==> config.mk <==
export PLATFORM = sky130hd
export DESIGN_NAME = sim_run_ctrl
export DESIGN_NICKNAME = d
export VERILOG_FILES = /design/src/rtl/sim_run_ctrl.sv
export SDC_FILE = /design/constraint.sdc
export NUM_CORES = 1
export LEC_CHECK = 0
export ABC_AREA = 1
export ABC_CLOCK_PERIOD_IN_PS = 4300
export BUFFER_PORTS_ARGS = -buffer_cell sky130_fd_sc_hd__buf_2
export CAP_MARGIN = 10
export CORE_MARGIN = 10
export CORE_UTILIZATION = 51
export DETAILED_ROUTE_END_ITERATION = 8
export MAX_ROUTING_LAYER = met4
export PLACE_DENSITY = 0.86
export SETUP_SLACK_MARGIN = 0.15
export SLEW_MARGIN = 15
export SYNTH_ARGS = -nofsm -noshare
export SYNTH_HDL_FRONTEND = slang
export SYNTH_SLANG_ARGS = --single-unit
export TNS_END_PERCENT = 50
==> constraint.sdc <==
create_clock -name clk_in -period 4.3 [get_ports clk_in]
set_clock_uncertainty 0.1 [all_clocks]
set_input_delay 0.645 -clock clk_in [delete_from_list [all_inputs] [get_ports clk_in]]
set_output_delay 0.645 -clock clk_in [all_outputs]
set_load 0.1 [all_outputs]
==> src/rtl/sim_run_ctrl.sv <==
// sim_run_ctrl: run controller placed between the bench/board reset and a CPU core.
// Sequences a fixed-length CPU reset, counts run cycles, detects program end by
// snooping the core bus for a write to HALT_ADDR (capturing the exit code), and
// enforces a cycle-limit watchdog.
// Optional UART TX tap enabled by defining SIM_RUN_CTRL_UART_TAP_EN.
module sim_run_ctrl #(
    parameter int unsigned RST_CYCLES = 25,
    parameter int unsigned MAX_CYCLES = 500,
    parameter int unsigned CNT_WIDTH  = 32,
    parameter int unsigned ADDR_WIDTH = 32,
    parameter logic [ADDR_WIDTH-1:0] HALT_ADDR = ADDR_WIDTH'(32'h30004),
    parameter logic [ADDR_WIDTH-1:0] UART_ADDR = ADDR_WIDTH'(32'h30000)
) (
    input  logic                  clk_in,
    input  logic                  rst_in,
    input  logic [ADDR_WIDTH-1:0] mem_a,
    input  logic                  mem_wr,
    input  logic [7:0]            mem_dout,
    output logic                  cpu_rst,
    output logic                  running,
    output logic                  done,
    output logic                  timeout,
    output logic [7:0]            exit_code,
    output logic [CNT_WIDTH-1:0]  cycle_cnt,
    output logic                  uart_valid,
    output logic [7:0]            uart_byte,
    output logic [15:0]           uart_cnt
);

    localparam int unsigned RCNT_WIDTH = (RST_CYCLES > 1) ? $clog2(RST_CYCLES) : 1;
    localparam logic [RCNT_WIDTH-1:0] RCNT_LAST = RCNT_WIDTH'(RST_CYCLES - 1);
    localparam logic [CNT_WIDTH-1:0]  WDOG_LAST = CNT_WIDTH'(MAX_CYCLES - 1);
    localparam logic                  WDOG_EN   = (MAX_CYCLES != 0);

    typedef enum logic [1:0] {
        S_RESET   = 2'd0,
        S_RUN     = 2'd1,
        S_DONE    = 2'd2,
        S_TIMEOUT = 2'd3
    } state_t;

    state_t                state;
    logic [RCNT_WIDTH-1:0] rcnt;
    logic                  halt_hit_c;
    logic                  wdog_hit_c;

    // Bus snoop and watchdog expiry terms; full-width address compare.
    assign halt_hit_c = mem_wr && (mem_a == HALT_ADDR);
    assign wdog_hit_c = WDOG_EN && (cycle_cnt == WDOG_LAST);

    // Run-control state machine with registered outputs.
    always_ff @(posedge clk_in) begin
        if (rst_in) begin
            state     <= S_RESET;
            rcnt      <= '0;
            cpu_rst   <= 1'b1;
            running   <= 1'b0;
            done      <= 1'b0;
            timeout   <= 1'b0;
            exit_code <= '0;
            cycle_cnt <= '0;
        end else begin
            case (state)
                S_RESET: begin
                    cpu_rst <= 1'b1;
                    running <= 1'b0;
                    if (rcnt == RCNT_LAST) begin
                        state   <= S_RUN;
                        cpu_rst <= 1'b0;
                        running <= 1'b1;
                    end else begin
                        rcnt <= rcnt + RCNT_WIDTH'(1);
                    end
                end
                S_RUN: begin
                    // The halt cycle is itself counted; halt takes priority over expiry.
                    cycle_cnt <= cycle_cnt + CNT_WIDTH'(1);
                    if (halt_hit_c) begin
                        state     <= S_DONE;
                        done      <= 1'b1;
                        exit_code <= mem_dout;
                        cpu_rst   <= 1'b1;
                        running   <= 1'b0;
                    end else if (wdog_hit_c) begin
                        state   <= S_TIMEOUT;
                        timeout <= 1'b1;
                        cpu_rst <= 1'b1;
                        running <= 1'b0;
                    end
                end
                S_DONE, S_TIMEOUT: begin
                    // Terminal: core held in reset until rst_in.
                    cpu_rst <= 1'b1;
                    running <= 1'b0;
                end
                default: begin
                    state   <= S_RESET;
                    rcnt    <= '0;
                    cpu_rst <= 1'b1;
                    running <= 1'b0;
                end
            endcase
        end
    end

`ifdef SIM_RUN_CTRL_UART_TAP_EN
    logic uart_hit_c;

    assign uart_hit_c = (state == S_RUN) && mem_wr && (mem_a == UART_ADDR);

    // UART TX tap: one-cycle strobe per write, byte held between strobes, saturating count.
    always_ff @(posedge clk_in) begin
        if (rst_in) begin
            uart_valid <= 1'b0;
            uart_byte  <= '0;
            uart_cnt   <= '0;
        end else begin
            uart_valid <= 1'b0;
            if (uart_hit_c) begin
                uart_valid <= 1'b1;
                uart_byte  <= mem_dout;
                if (uart_cnt != 16'hFFFF) begin
                    uart_cnt <= uart_cnt + 16'd1;
                end
            end
        end
    end
`else
    // UART tap compiled out: outputs tied low.
    assign uart_valid = 1'b0;
    assign uart_byte  = 8'h00;
    assign uart_cnt   = 16'h0000;
`endif

endmodule

Yosys cells after proc, flatten, opt, wreduce, memory -nomap -nowiden
Cells that the tools add are included.

Multiplexer cells: 12. Bitwise logic cells: 2. Reduce and logical (&&, ||, !) cells: 8. $add $sub $neg: 2. Equal/unequal tests: 8.

Operators with widths (number): 32-bit by 1-bit adder with 32-bit output (second input constant) (1); 32-bit by 18-bit equality test with 1-bit output (second input constant) (1); 32-bit by 9-bit equality test with 1-bit output (second input constant) (1); 1-bit 2-to-1 mux (6); 2-bit 2-to-1 mux (3); 1-bit one-hot mux with 3 select lines (2); 3-bit AND reduction (2); 5-bit by 1-bit adder with 5-bit output (second input constant) (1); 5-bit equality test (second input constant) (1); 2-bit equality test (second input constant) (2); 2-bit one-hot mux with 2 select lines (1); 2-bit AND reduction (2); 3-bit != test (second input constant) (1); 2-bit by 1-bit equality test with 1-bit output (second input constant) (1); 2-bit logical NOT (1); 2-bit != test (second input constant) (1); 1-bit inverter (2); 2-bit nonzero test (1); 2-bit OR reduction (1); 1-bit logical AND (1).

Output and inout bits: 69. Flip-flop bits (word level): 51. Input port bits: 43. Word-level logic and storage cells: 40.

Logic depth before layout (Yosys ltp)
Depth after elaboration: 4. Mapped depth: 11. Mapped depth without buffers: 11.

Least setup slack after synthesis
Ideal clock, no wire load.

Path kind: reg2reg. From: register cycle_cnt[0]. To: register cycle_cnt[28]. Setup slack: 1.936 ns. Cell stages (with the launch flop): 11. Setup time: 0.119 ns. Buffers on the path: 0. Required time: 4.081 ns. Period minus slack after synthesis: 2.364 ns. Arrival: 2.145 ns. Cells stage by stage: dfxtp_1 -> ha_1 -> inv_1 -> nor2_2 -> nand2_4 -> nor2_8 -> nand3_2 -> nor2_4 -> nand3_1 -> nand2_1 -> nor2_1.

Longest elaborated chain between the ends: 1.

RTL lines: start: declaration (line 24) `output logic [CNT_WIDTH-1:0] cycle_cnt,`; start signal: assignment (line 77) `cycle_cnt <= cycle_cnt + CNT_WIDTH'(1);`; 32-bit by 1-bit adder with 32-bit output (line 77).

No other way between the ends. A chain may end at the register's enable or synchronous reset.

Final worst setup path
From: register cycle_cnt[12]. To: output port cycle_cnt[12].

No word-level cell between the ends.

==> key figures <==
Critical path
  • Crit path kind: register to primary output
  • CP Cell Sequence: buf_2
  • Req. time, crit path: 3560 ps
  • Crit path capture type: primary output
  • Slowest stage cell, crit path: buf_2
  • Slowest cell delay on critical path: 470 ps
  • Crit path max fanout: 7
  • Largest delay share family, worst path: buffers and inverters
  • Setup crit start kind: register
  • CP bufs+invs: 1
  • Crit path DAT: 1240 ps

Timing
  • RSZ-0062 raised after global routing: false
  • Fin. Hold Viols: 0
  • Hold_ws: 357 ps
  • Max frequency: 505 MHz
  • Final worst setup slack: 2320 ps
  • Min cycle time layout: 1980 ps
  • Tcrit/Tclk final: 0.461
  • Worst Tran Pin Value: 1110 ps
  • Slew Limit Headroom: 0.259
  • Fin Setup TNS: 0 ps
  • # setup viols final: 0
  • Fin. max-slew vios: 0

Floorplanning
  • Starting density of the core: 0.532
  • Row cnt: 27
  • Die height: 96.2 um
  • Core ar.: 5570 um^2
  • Chip width: 96.2 um
  • I/O pin cnt: 112
  • Die area: 9260 um^2

CTS
  • Root Buffer: clkbuf_8
  • Hold buffers post-CTS: 0
  • CTS tree: yes
  • Clock Sink Count: 51
  • Clock Tree Buf Depth: 2
  • Clk slew on worst S/H paths: 100 ps
  • H-tree depth: 2
  • Post-CTS Setup Bufs: 0
  • Clk_lat worst skew: 310 ps
  • # resized after CTS: 0
  • Inserted Clock Buffers: 5

Power
  • Peak supply drop: 0.000154 V
  • Sequential Power Share: 0.499
  • Clock group share of total power: 0.349
  • Sw Ratio: 0.301
  • Leakage: 1.81 nW
  • Internal: 0.668 mW
  • P per Cell Area: 275 nW/um^2
  • Psw: 0.287 mW
  • Logic pwr share: 0.153

Route
  • Via/cell ratio: 4.81
  • DRT Pass-1 Iters: 4
  • WL final: 7600 um
  • Routed len/inst: 12.3 um
  • 1st-iter DRT viols: 148
  • Via total after detailed routing: 2,972
  • Antenna viol nets, final: 0
  • # DRC: 0

Synthesis
  • Largest cells by area after synthesis: dfxtp_1, nor2_1, nand2_1
  • Avg Cell Area, Syn: 6.44 um^2
  • Seq/Total Area, Yosys: 0.345
  • Synth area leader: dfxtp_1
  • Mapped Area: 2960 um^2
  • Yosys cell types: 31
  • Top-area cell type share of the netlist area: 0.345
  • Post-Synthesis Cells: 460
  • Yosys warnings: 0
  • Seq cells post-synth: 51

Outcome
  • Run status: completed

Final layout
  • Synth-to-Final Area Change: 17.1%
  • Most frequent cells in the layout: nor2_1, nand2_1, buf_2, inv_1, dfxtp_1
  • # diodes: 0
  • Final #Nets: 592
  • Share of cells above drive strength 1: 0.200
  • Most common cell after layout, fill and taps aside: nor2_1

Global route
  • Busiest layer in global routing: met2
  • GR Util All Layers: 0.164
  • M2 GR Usage: 0.295
  • Global route overflow: 0
  • Largest net degree at the start of global routing: 39
  • First-pass GRT wire length: 12,200 um
  • Global Route met3 Usage: 0.0280
  • Number of global-route vias before repair: 2,767
  • GR Layer Usage met1: 0.180
  • Initial antenna violation count: 0

Placement
  • Final HPWL DP: 6010 um
  • Number of port buffers: 86
  • Pre-CTS setup slack: 2040 ps
  • RD Place Congestion: 0.886

Run
  • Max Cap Viol: 0

Hold path
  • HP Class: register to register
==> worst min-delay path, stage by stage (launching register included) <==
cell     delay [ps]
dfxtp_1         320
inv_1            50
a21oi_1          50
==> cell usage after synthesis <==
library cell	n
nor2_1	102
o21ai_1	2
buf_4	25
ha_1	3
dfxtp_1	51
conb_1	1
nand4_1	7
o21bai_1	1
clkbuf_1	5
nand3_2	3
xnor2_1	1
nand2_1	98
and3_1	1
nand3_1	24
nand2_4	3
a21oi_1	26
nor3_1	10
inv_4	1
buf_2	1
nor2_2	1
nor4_1	1
o21a_1	2
clkinv_1	1
o21ai_0	15
nor2_8	3
inv_1	61
inv_2	1
nand3b_1	2
nor3b_1	2
xor2_1	2
nor2_4	4
==> registers in the layout, indices dropped and copies added, names as in the netlist <==
name / count
running: 1
rcnt: 5
done: 1
timeout: 1
exit_code: 8
cycle_cnt: 32
cpu_rst: 1
state: 2
==> per-stage QoR <==
stage,power [mW],util,instance area (um^2),cells
finish,0.955,0.622,3470,618
global route,0.985,0.622,3470,618
CTS,0.958,0.622,3470,618
detailed placement,0.631,0.603,3360,611
global placement,0.628,0.603,3360,611
floorplan,0.623,-,3050,484
==> area by class of cell <==
cell class / instances / area (um^2)
clock buffer: 5 / 68.8
clock inverter: 2 / 37.5
fill: 534 / 2110
inverter: 64 / 243
multi-input combinational: 338 / 1580
sequential: 51 / 1020
tap: 72 / 90.1
timing repair buffer: 86 / 430
==> power by group through the flow <==
| stage | sequential [mW] | combinational, mW | clock, mW |
|---|---|---|---|
| final | 0.476 | 0.146 | 0.333 |
| after global routing | 0.477 | 0.154 | 0.354 |
| after CTS | 0.476 | 0.144 | 0.337 |
| after detailed placement | 0.487 | 0.144 | 0 |
| after global placement | 0.487 | 0.141 | 0 |
| after floorplan | 0.487 | 0.136 | 0 |
==> kinds of logic after synthesis <==
family	count (synthesis)	synth area share
adder cells (fa/ha/maj)	3	0.0127
buffers and inverters	95	0.153
flip-flops	51	0.345
XOR/XNOR	3	0.00887
AND/OR/NAND/NOR	261	0.399
AO/OA/AOI/OAI	46	0.0802
other	1	0.00127
==> worst paths after layout <==
check	from	endpoint	slack (ps)	cells past startpoint
setup / recovery	cycle_cnt[12]	cycle_cnt[12]	2320	1
setup reg to reg	cycle_cnt[0]	cycle_cnt[30]	2460	11
hold reg to reg	done	done	360	2
hold / removal	done	done	360	2
==> routing by layer <==
| layer | vias to the layer above | share of wire | routed length [um] |
|---|---|---|---|
| li1 | 1545 | - | - |
| met1 | 1337 | 0.41 | 3110 |
| met2 | 83 | 0.52 | 3930 |
| met3 | 7 | 0.061 | 465 |
| met4 | 0 | 0.012 | 92 |
| met5 | - | 0 | 0 |
Note: power is estimated with default switching activity, not from simulation.
